<file path="src/rtl/debug_display_scan_if.sv">
// Bundles the debug-display front-end signals; the testbench (master) drives
// the channel data and switches, and the scanner (slave) returns display outputs.
interface debug_display_scan_if #(
  parameter int NUM_CH = 4,
  parameter int SEL_W  = 2,
  parameter int VAL_W  = 8
);
  localparam int DIGITS = 2 * VAL_W / 4;

  logic [NUM_CH*2*VAL_W-1:0] ch_data;
  logic [SEL_W-1:0]          sel;
  logic                      auto_mode;
  logic                      step_btn;
  logic                      step_pulse;
  logic [SEL_W-1:0]          cur_ch;
  logic [DIGITS-1:0]         an;
  logic [7:0]                seg;

  modport master (
    output ch_data, sel, auto_mode, step_btn,
    input  step_pulse, cur_ch, an, seg
  );

  modport slave (
    input  ch_data, sel, auto_mode, step_btn,
    output step_pulse, cur_ch, an, seg
  );
endinterface

</file>
<file path="src/rtl/debug_display_scan.sv">
// Debug display scanner: multiplexes channel value pairs onto an active-low
// 7-segment display. A frame-coherent snapshot prevents tearing, auto mode
// cycles the channels, and a debouncer turns the step button into a pulse.
module debug_display_scan #(
  parameter int NUM_CH       = 4,
  parameter int SEL_W        = 2,
  parameter int VAL_W        = 8,
  parameter int REFRESH_DIV  = 100000,
  parameter int AUTO_FRAMES  = 500,
  parameter int DEBOUNCE_CYC = 1000000
) (
  input  logic                 clock,
  input  logic                 Reset,
  debug_display_scan_if.slave  bus
);
  localparam int DIGITS = 2 * VAL_W / 4;
  localparam int CH_W   = 2 * VAL_W;
  localparam int RW     = (REFRESH_DIV  > 1) ? $clog2(REFRESH_DIV)  : 1;
  localparam int DW     = (DIGITS       > 1) ? $clog2(DIGITS)       : 1;
  localparam int FW     = (AUTO_FRAMES  > 1) ? $clog2(AUTO_FRAMES)  : 1;
  localparam int BW     = (DEBOUNCE_CYC > 1) ? $clog2(DEBOUNCE_CYC) : 1;

  logic [RW-1:0]     refresh_cnt;
  logic [DW-1:0]     digit_idx;
  logic              refresh_tc;
  logic              frame_bnd;
  logic [FW-1:0]     frame_cnt;
  logic [FW-1:0]     frame_next;
  logic [SEL_W-1:0]  cur_ch;
  logic [SEL_W-1:0]  ch_next;
  logic              auto_prev;
  logic              auto_rise;
  logic [CH_W-1:0]   snapshot;
  logic [CH_W-1:0]   ch_arr  [NUM_CH];
  logic [3:0]        nib_arr [DIGITS];
  logic [DIGITS-1:0] an_reg;
  logic [7:0]        seg_reg;
  logic [7:0]        seg_next;
  logic              sync1;
  logic              sync2;
  logic              stable;
  logic              stable_prev;
  logic              pulse_reg;
  logic [BW-1:0]     db_cnt;

  // Slice the flat channel bus and the snapshot into indexable pieces.
  for (genvar gi = 0; gi < NUM_CH; gi++) begin : g_ch
    assign ch_arr[gi] = bus.ch_data[gi*CH_W +: CH_W];
  end
  for (genvar gi = 0; gi < DIGITS; gi++) begin : g_nib
    assign nib_arr[gi] = snapshot[gi*4 +: 4];
  end

  assign refresh_tc = (refresh_cnt == RW'(REFRESH_DIV - 1));
  assign frame_bnd  = refresh_tc && (digit_idx == DW'(DIGITS - 1));
  assign auto_rise  = bus.auto_mode && !auto_prev;

  // Active-low hex font with the decimal point off.
  function automatic logic [7:0] hex_code(input logic [3:0] v);
    case (v)
      4'h0: hex_code = 8'hC0;  4'h1: hex_code = 8'hF9;
      4'h2: hex_code = 8'hA4;  4'h3: hex_code = 8'hB0;
      4'h4: hex_code = 8'h99;  4'h5: hex_code = 8'h92;
      4'h6: hex_code = 8'h82;  4'h7: hex_code = 8'hF8;
      4'h8: hex_code = 8'h80;  4'h9: hex_code = 8'h90;
      4'hA: hex_code = 8'h88;  4'hB: hex_code = 8'h83;
      4'hC: hex_code = 8'hC6;  4'hD: hex_code = 8'hA1;
      4'hE: hex_code = 8'h86;  default: hex_code = 8'h8E;
    endcase
  endfunction

  // Refresh divider and digit scan position.
  always_ff @(posedge clock) begin
    if (Reset) begin
      refresh_cnt <= '0;
      digit_idx   <= '0;
    end else if (refresh_tc) begin
      refresh_cnt <= '0;
      digit_idx   <= (digit_idx == DW'(DIGITS - 1)) ? '0 : digit_idx + 1'b1;
    end else begin
      refresh_cnt <= refresh_cnt + 1'b1;
    end
  end

  // Channel choice at frame boundaries; the auto advance is decided before the snapshot loads.
  always_comb begin
    ch_next    = cur_ch;
    frame_next = frame_cnt;
    if (auto_rise) begin
      frame_next = '0;
    end else if (bus.auto_mode && frame_bnd) begin
      if (frame_cnt == FW'(AUTO_FRAMES - 1)) begin
        frame_next = '0;
        ch_next    = (cur_ch == SEL_W'(NUM_CH - 1)) ? '0 : cur_ch + 1'b1;
      end else begin
        frame_next = frame_cnt + 1'b1;
      end
    end else if (!bus.auto_mode && frame_bnd && (int'(bus.sel) < NUM_CH)) begin
      ch_next = bus.sel;
    end
  end

  // Channel, frame counter and snapshot registers; snapshot only reloads on a boundary.
  always_ff @(posedge clock) begin
    if (Reset) begin
      cur_ch    <= '0;
      frame_cnt <= '0;
      auto_prev <= 1'b0;
      snapshot  <= '0;
    end else begin
      cur_ch    <= ch_next;
      frame_cnt <= frame_next;
      auto_prev <= bus.auto_mode;
      if (frame_bnd) begin
        snapshot <= ch_arr[ch_next];
      end
    end
  end

  // Segment pattern for the digit being scanned; dp lights between in1 and in2.
  always_comb begin
    seg_next = hex_code(nib_arr[digit_idx]);
    if (digit_idx == DW'(DIGITS / 2)) begin
      seg_next[7] = 1'b0;
    end
  end

  // Registered display outputs, one cycle behind digit_idx.
  always_ff @(posedge clock) begin
    if (Reset) begin
      an_reg  <= '1;
      seg_reg <= 8'hFF;
    end else begin
      an_reg  <= ~(DIGITS'(1) << digit_idx);
      seg_reg <= seg_next;
    end
  end

  // Step button: two-flop synchroniser, stability counter, rising-edge pulse.
  always_ff @(posedge clock) begin
    if (Reset) begin
      sync1       <= 1'b0;
      sync2       <= 1'b0;
      stable      <= 1'b0;
      stable_prev <= 1'b0;
      pulse_reg   <= 1'b0;
      db_cnt      <= '0;
    end else begin
      sync1       <= bus.step_btn;
      sync2       <= sync1;
      stable_prev <= stable;
      pulse_reg   <= stable && !stable_prev;
      if (sync2 != stable) begin
        if (db_cnt == BW'(DEBOUNCE_CYC - 1)) begin
          stable <= sync2;
          db_cnt <= '0;
        end else begin
          db_cnt <= db_cnt + 1'b1;
        end
      end else begin
        db_cnt <= '0;
      end
    end
  end

  assign bus.an         = an_reg;
  assign bus.seg        = seg_reg;
  assign bus.cur_ch     = cur_ch;
  assign bus.step_pulse = pulse_reg;
endmodule

</file>
<file path="src/flat_wrapper.sv">
// flat-port wrapper written by rule: the top's interface ports become plain ports
module debug_display_scan_flat 
#(
  parameter int NUM_CH       = 4,
  parameter int SEL_W        = 2,
  parameter int VAL_W        = 8,
  parameter int REFRESH_DIV  = 100000,
  parameter int AUTO_FRAMES  = 500,
  parameter int DEBOUNCE_CYC = 1000000
)
  (clock, Reset, bus_ch_data, bus_sel, bus_auto_mode, bus_step_btn, bus_step_pulse, bus_cur_ch, bus_an, bus_seg);
  debug_display_scan_if #(.NUM_CH(NUM_CH), .SEL_W(SEL_W), .VAL_W(VAL_W)) bus_i ();
  input  logic clock;
  input  logic Reset;
  input wire logic [$bits(bus_i.ch_data)-1:0] bus_ch_data;
  input wire logic [$bits(bus_i.sel)-1:0] bus_sel;
  input wire logic [$bits(bus_i.auto_mode)-1:0] bus_auto_mode;
  input wire logic [$bits(bus_i.step_btn)-1:0] bus_step_btn;
  output wire logic [$bits(bus_i.step_pulse)-1:0] bus_step_pulse;
  output wire logic [$bits(bus_i.cur_ch)-1:0] bus_cur_ch;
  output wire logic [$bits(bus_i.an)-1:0] bus_an;
  output wire logic [$bits(bus_i.seg)-1:0] bus_seg;
  assign bus_i.ch_data = bus_ch_data;
  assign bus_i.sel = bus_sel;
  assign bus_i.auto_mode = bus_auto_mode;
  assign bus_i.step_btn = bus_step_btn;
  assign bus_step_pulse = bus_i.step_pulse;
  assign bus_cur_ch = bus_i.cur_ch;
  assign bus_an = bus_i.an;
  assign bus_seg = bus_i.seg;
  debug_display_scan #(.NUM_CH(NUM_CH), .SEL_W(SEL_W), .VAL_W(VAL_W), .REFRESH_DIV(REFRESH_DIV), .AUTO_FRAMES(AUTO_FRAMES), .DEBOUNCE_CYC(DEBOUNCE_CYC)) u_core (.clock(clock), .Reset(Reset), .bus(bus_i));
endmodule
</file>
<file path="config.mk">
export PLATFORM = sky130hd
export DESIGN_NAME = debug_display_scan_flat
export DESIGN_NICKNAME = d
export VERILOG_FILES = /design/src/rtl/debug_display_scan_if.sv /design/src/rtl/debug_display_scan.sv /design/src/flat_wrapper.sv
export SDC_FILE = /design/constraint.sdc
export NUM_CORES = 1
export LEC_CHECK = 0
export CAP_MARGIN = 0
export CORE_MARGIN = 2
export CORE_UTILIZATION = 37
export DETAILED_ROUTE_END_ITERATION = 7
export GPL_TIMING_DRIVEN = 0
export PLACE_DENSITY = 0.65
export SKIP_LAST_GASP = 1
export SYNTH_ARGS = -nofsm -noshare
export SYNTH_HDL_FRONTEND = slang
export SYNTH_SLANG_ARGS = --single-unit
</file>
<file path="constraint.sdc">
create_clock -name clock -period 2.6 [get_ports clock]
set_clock_uncertainty 0.2 [all_clocks]
set_input_delay 0.26 -clock clock [delete_from_list [all_inputs] [get_ports clock]]
set_output_delay 0.26 -clock clock [all_outputs]
set_load 0.05 [all_outputs]
</file>
=== After elaboration in Yosys (flattened, before gate mapping) ===
Memories as Yosys holds them, arrays and structs flattened. A register that Yosys moved wholly into a read port is not among the register bits.
Index checks and enable logic that the tools add are counted.

* Output and inout bits: 15
* Input bits: 70
* Memories kept: 1
* Word-level logic and storage cells: 60
* ROM bits: 112
* Flip-flop bits (word level): 84

{| class="wikitable"
|+ Memory list
! memory !! words !! bits a word !! rd ports !! clocked after Yosys merged registers in !! write ports !! RTL line !! source
|-
| (name not given) || 16 || 7 || 1 || 1 || 0 || debug_display_scan.sv:60 || <nowiki>case (v)</nowiki>
|}

* Equality and inequality tests: 7
* Add/sub/neg operators: 5
* Shift-type cells: 1
* Multiplexer cells: 14
* Bitwise gates (word level): 4
* Reduce and logical (&&, ||, !) cells: 12
* Order comparisons: 2

{| class="wikitable"
|+ Operator list
! operator !! count
|-
| $bmux W16 S2 || 1
|-
| $mux W16 || 2
|-
| $add A20 B1 Y20 const B || 1
|-
| $eq A20 B20 Y1 const B || 1
|-
| $add A17 B1 Y17 const B || 1
|-
| $eq A17 B17 Y1 const B || 1
|-
| $mux W2 || 6
|-
| $add A9 B1 Y9 const B || 1
|-
| $eq A9 B9 Y1 const B || 1
|-
| $mux W9 || 1
|-
| $bmux W4 S2 || 1
|-
| $mux W4 || 2
|-
| $eq A2 B2 Y1 const B || 3
|-
| $ge A3 B3 Y1 const B || 2
|-
| $not A2 Y3 || 2
|-
| $logic_and A1 B1 Y1 || 5
|-
| $add A2 B1 Y2 const B || 2
|-
| $not A4 Y4 || 1
|-
| $reduce_or A2 Y1 || 2
|-
| $shl A1 B2 Y4 const A || 1
|-
| $logic_not A1 Y1 || 3
|-
| $reduce_or A3 Y1 || 1
|-
| $reduce_and A2 Y1 || 1
|-
| $mux W1 || 1
|-
| 2 further kinds || 2
|}

=== Depth between registers and ports, before layout ===
* Depth in word-level cells: 10
* Mapped depth: 9
* Mapped depth without buffers: 7

=== Worst setup path after synthesis ===
OpenSTA, ideal clock, no wires.

* Path type: reg2reg
* Start: register u_core.refresh_cnt[12]
* End: register u_core.snapshot[11]
* Data required time: 2.272 ns
* Slack: 0.015 ns
* Cell stages (with the launch flop): 8
* Arrival: 2.257 ns
* Path buffers: 1
* Clock period less this slack: 2.585 ns
* Library setup time: 0.128 ns
* Cells stage by stage: dfxtp_1 or4b_4 or4_4 o21ai_4 nand3_4 buf_6 mux2i_1 o211ai_1

* Cells in the longest elaborated chain, start to end: 10
* Elaborated cells on any way between the ends: 11
* Classes of those cells: eq/ne (1); mux (6); bitwise (1); reduce/logical (3)

{| class="wikitable"
|+ RTL lines
! element !! RTL line !! source
|-
| start, declared || debug_display_scan.sv:23 || <nowiki>logic [RW-1:0] refresh_cnt;</nowiki>
|-
| start signal, assigned || debug_display_scan.sv:81 || <nowiki>refresh_cnt <= refresh_cnt + 1'b1;</nowiki>
|-
| $eq A17 B17 Y1 (*) || debug_display_scan.sv:54 || <nowiki>assign refresh_tc = (refresh_cnt == RW'(REFRESH_DIV - 1));</nowiki>
|-
| $logic_and A1 B1 Y1 (*) || debug_display_scan.sv:55 || <nowiki>assign frame_bnd = refresh_tc && (digit_idx == DW'(DIGITS - 1));</nowiki>
|-
| $logic_and A1 B1 Y1 || debug_display_scan.sv:98 || <nowiki>end else if (!bus.auto_mode && frame_bnd && (int'(bus.sel) < NUM_CH)) begin</nowiki>
|-
| $mux W2 || debug_display_scan.sv:98 ||
|-
| $mux W2 || debug_display_scan.sv:91 || <nowiki>end else if (bus.auto_mode && frame_bnd) begin</nowiki>
|-
| $mux W2 || debug_display_scan.sv:89 || <nowiki>if (auto_rise) begin</nowiki>
|-
| $not A2 Y3 (implied by the code) || debug_display_scan.sv:115 || <nowiki>snapshot <= ch_arr[ch_next];</nowiki>
|-
| $bmux W16 S2 || debug_display_scan.sv:115 ||
|-
| $mux W16 (implied by the code) (2 in series) || debug_display_scan.sv:115 ||
|-
| end signal, assigned || debug_display_scan.sv:115 ||
|-
| end, declared || debug_display_scan.sv:33 || <nowiki>logic [CH_W-1:0] snapshot;</nowiki>
|}

Every way passes the cells marked *; elsewhere a longest branch is shown, timed or not. The select of a mux whose other input is x is not followed.
A chain may end at the register's enable or synchronous reset.

=== Worst setup path in the final report ===
* Start: register u_core.refresh_cnt[11]
* End: register u_core.snapshot[0]

The elaborated chain is that of the path after synthesis.

==> results_dict.tcl <==
set metrics [dict create \
    power.switching_w 0.000619 \
    synth-edff-count 0 \
    violations "setup timing" \
    setup_slack_ns -0.0737 \
    cts_inserted_buffers 9 \
    seq_area_frac_synth_pct 38.5 \
    avgRoutedWirePerCell_microns 15.1 \
    netlist_area_sq_um 4310 \
    die_area_sq_um 12500 \
    row_count 39 \
    ant_nets 0 \
    coreArea_sq_um 11400 \
    p_int_w 0.00239 \
    fin_area_sq_um 6000 \
    ios 85 \
    clkTransAtPathRegs_ns 0.06 \
    nNetsFinal 678 \
    power.share.switching_pct 20.6 \
    synth_ff_type "dfxtp_1" \
    cts_num_sinks 83 \
    status "complete, but fails checks" \
    grt_start_max_net_pins 15 \
    portBuffers 84 \
    syn_to_final_growth_pct 39.0 \
    crit_type "flip-flop to flip-flop" \
    p_leak_nw 2.10 \
    power.density_nw_per_um2 502 \
    ys_ff_latch 83 \
    viasPerCell 5.15 \
    placed_area_sq_um 5330 \
    grt_pass1_wl_microns 18300 \
    finalCriticalPeriod_ns 2.67 \
    final_cell_mix "clkdlybuf4s50_1 (84), dfxtp_1 (80), nor2_1 (63)" \
    clock.fmax_ghz 0.374 \
    avgSynthCellArea_sq_um 8.95 \
    final_common_cell "clkdlybuf4s50_1" \
    setup_tns_ns -0.534 \
    crit_arrival_ns 2.68 \
    die_h_microns 112 \
    grt_pass1_vias 3757 \
    drt_wl_total_microns 11200 \
    ir_worst_vdd_mv 0.476 \
    grt_use_total_pct 18.2 \
    cts_buffer_depth 2 \
    clock-root-buffer "clkbuf_16" \
    drc_errors 0 \
    p_seq_share_pct 43.0 \
    start_kind "flip-flop" \
    grt-ovfl-total 0 \
    maxSlewHeadroom_pct 54.3 \
    finalWeightedCongestion 0.806 \
    cp.required_ns 2.60 \
    cap_violations 0 \
    p_clk_share_pct 49.7 \
    cts-htree-levels 3 \
    worst_pin_slew_ns 0.685 \
    setup_viol 16 \
    pwr-share-comb_pct 7.3 \
    hold_violations 0 \
    ys_warn_count 0 \
    synth_cell_types 54 \
    num_vias 3820 \
    synth_nets 566 \
    fillers 1024 \
    worst_setup_path_end_kind "flip-flop" \
    period_share_pct 103 \
    synthCells 482 \
    drt-initial-drc-count 308 \
    worst-path-max-fanout 7 \
    ys_async_sr_fraction_pct 0 \
    antenna_found_initial 0 \
    hp-class "flip-flop to flip-flop" \
    die_x_microns 112 \
    worst_skew_pair.late_latency_ns 0.34 \
    dpl.hpwl_microns 7970 \
    cts_tree "yes" \
    start_util_pct 37.8 \
    largestRegisters "u_core.db_cnt (20), u_core.refresh_cnt (17), u_core.snapshot (16)" \
    drv_slew 0 \
    largest_reg_flops 20 \
    rsz0062_at_grt "yes" \
    largest_register "u_core.db_cnt" \
    final_util_pct 52.5 \
    drive_above_1_share_pct 15.4 \
    num_antenna_cells 0 \
    firstDrtPassIters 4 \
]
layer usage:
layer | vias up | track usage, % | share of wire, %
met5 | - | 0 | 0
met4 | 0 | 5.12 | 1.4
met3 | 14 | 4.46 | 5.1
met2 | 85 | 30.0 | 47
met1 | 1773 | 23.8 | 46
li1 | 1948 | - | -
power by group through the flow:
stage                     Combinational, W  Clock (W)  Sequential (W)
final                             0.000219    0.00149         0.00129
after global routing              0.000235    0.00158         0.00129
after CTS                         0.000216    0.00152         0.00129
after detailed placement          0.000208          0         0.00132
after global placement            0.000207          0         0.00132
after floorplan                  0.0000533          0         0.00134
worst paths after layout:
path / end / cells after the start / slack (ns) / start
max: u_core.snapshot[0]$_SDFFE_PP0N_ / 8 / -0.07 / u_core.refresh_cnt[11]$_SDFF_PP0_
min: u_core.bus.step_pulse$_SDFF_PP0_ / 1 / 0.19 / u_core.stable_prev$_SDFF_PP0_
max reg2reg: u_core.snapshot[0]$_SDFFE_PP0N_ / 8 / -0.07 / u_core.refresh_cnt[11]$_SDFF_PP0_
min reg2reg: u_core.bus.step_pulse$_SDFF_PP0_ / 1 / 0.19 / u_core.stable_prev$_SDFF_PP0_
critical path, cell delays in order, from the launching register on:
cell and delay (ns):
dfxtp_2 0.32, or4b_4 0.56, buf_4 0.16, nor4_4 0.26, buf_4 0.18, a21boi_4 0.08, o31a_1 0.30, o21ai_0 0.33
o211ai_1 0.15
area by class of cell:
| class | count | area (sq um) | area share, % |
|---|---|---|---|
| Buffer | 19 | 115 | 1.92 |
| Clock buffer | 11 | 243 | 4.05 |
| Clock inverter | 5 | 108 | 1.79 |
| Inverter | 16 | 62.6 | 1.04 |
| Multi-Input combinational cell | 363 | 2640 | 44.0 |
| Sequential cell | 83 | 1670 | 27.8 |
| Tap cell | 143 | 179 | 2.98 |
| Timing Repair Buffer | 102 | 987 | 16.5 |
cell families (layout without fill, tap and decap cells):
family	count (synthesis)	after routing	synth area share [%]
AOI/OAI and AO/OA	80	81	13.0
xor gates and xnor gates	41	41	8.32
DFF	83	83	38.5
muxes	25	25	7.05
buffers and inverters	37	153	3.57
and+or+nand+nor	202	202	25.5
adders and majority gates	14	14	4.06
metrics by stage:
step	instances	worst slack [ns]	total power [W]	hold WS, ns
after floorplan	482	0.0147	0.00139	0.167
after global placement	709	-0.519	0.00153	0.173
after detailed placement	709	-0.589	0.00153	0.177
after CTS	739	-0.0699	0.00303	0.190
after global routing	742	-0.163	0.00310	0.200
final	742	-0.0737	0.00301	0.186
what timing repair did:
item,CTS,global route
pin swaps,10,7
resized for setup,37,22
hold buffers,0,0
endpoints found under the setup margin,54,47
gates cloned,1,0
buffers inserted,15,3
synth_stat cells (15+ instances only):
master    instances  area share [%]
nor2_1           64             5.6
nand3_1          18             2.1
and4_1           20             4.1
clkbuf_1         15             1.3
o31a_1           16             3.2
mux2i_1          18             4.2
o211ai_1         17             3.0
xnor2_1          23             4.7
xor2_1           18             3.7
dfxtp_1          83              39
nand2_1          43             3.7
o21ai_0          19             2.2
inv_1            15             1.3
(Power assumes the default switching activity.)
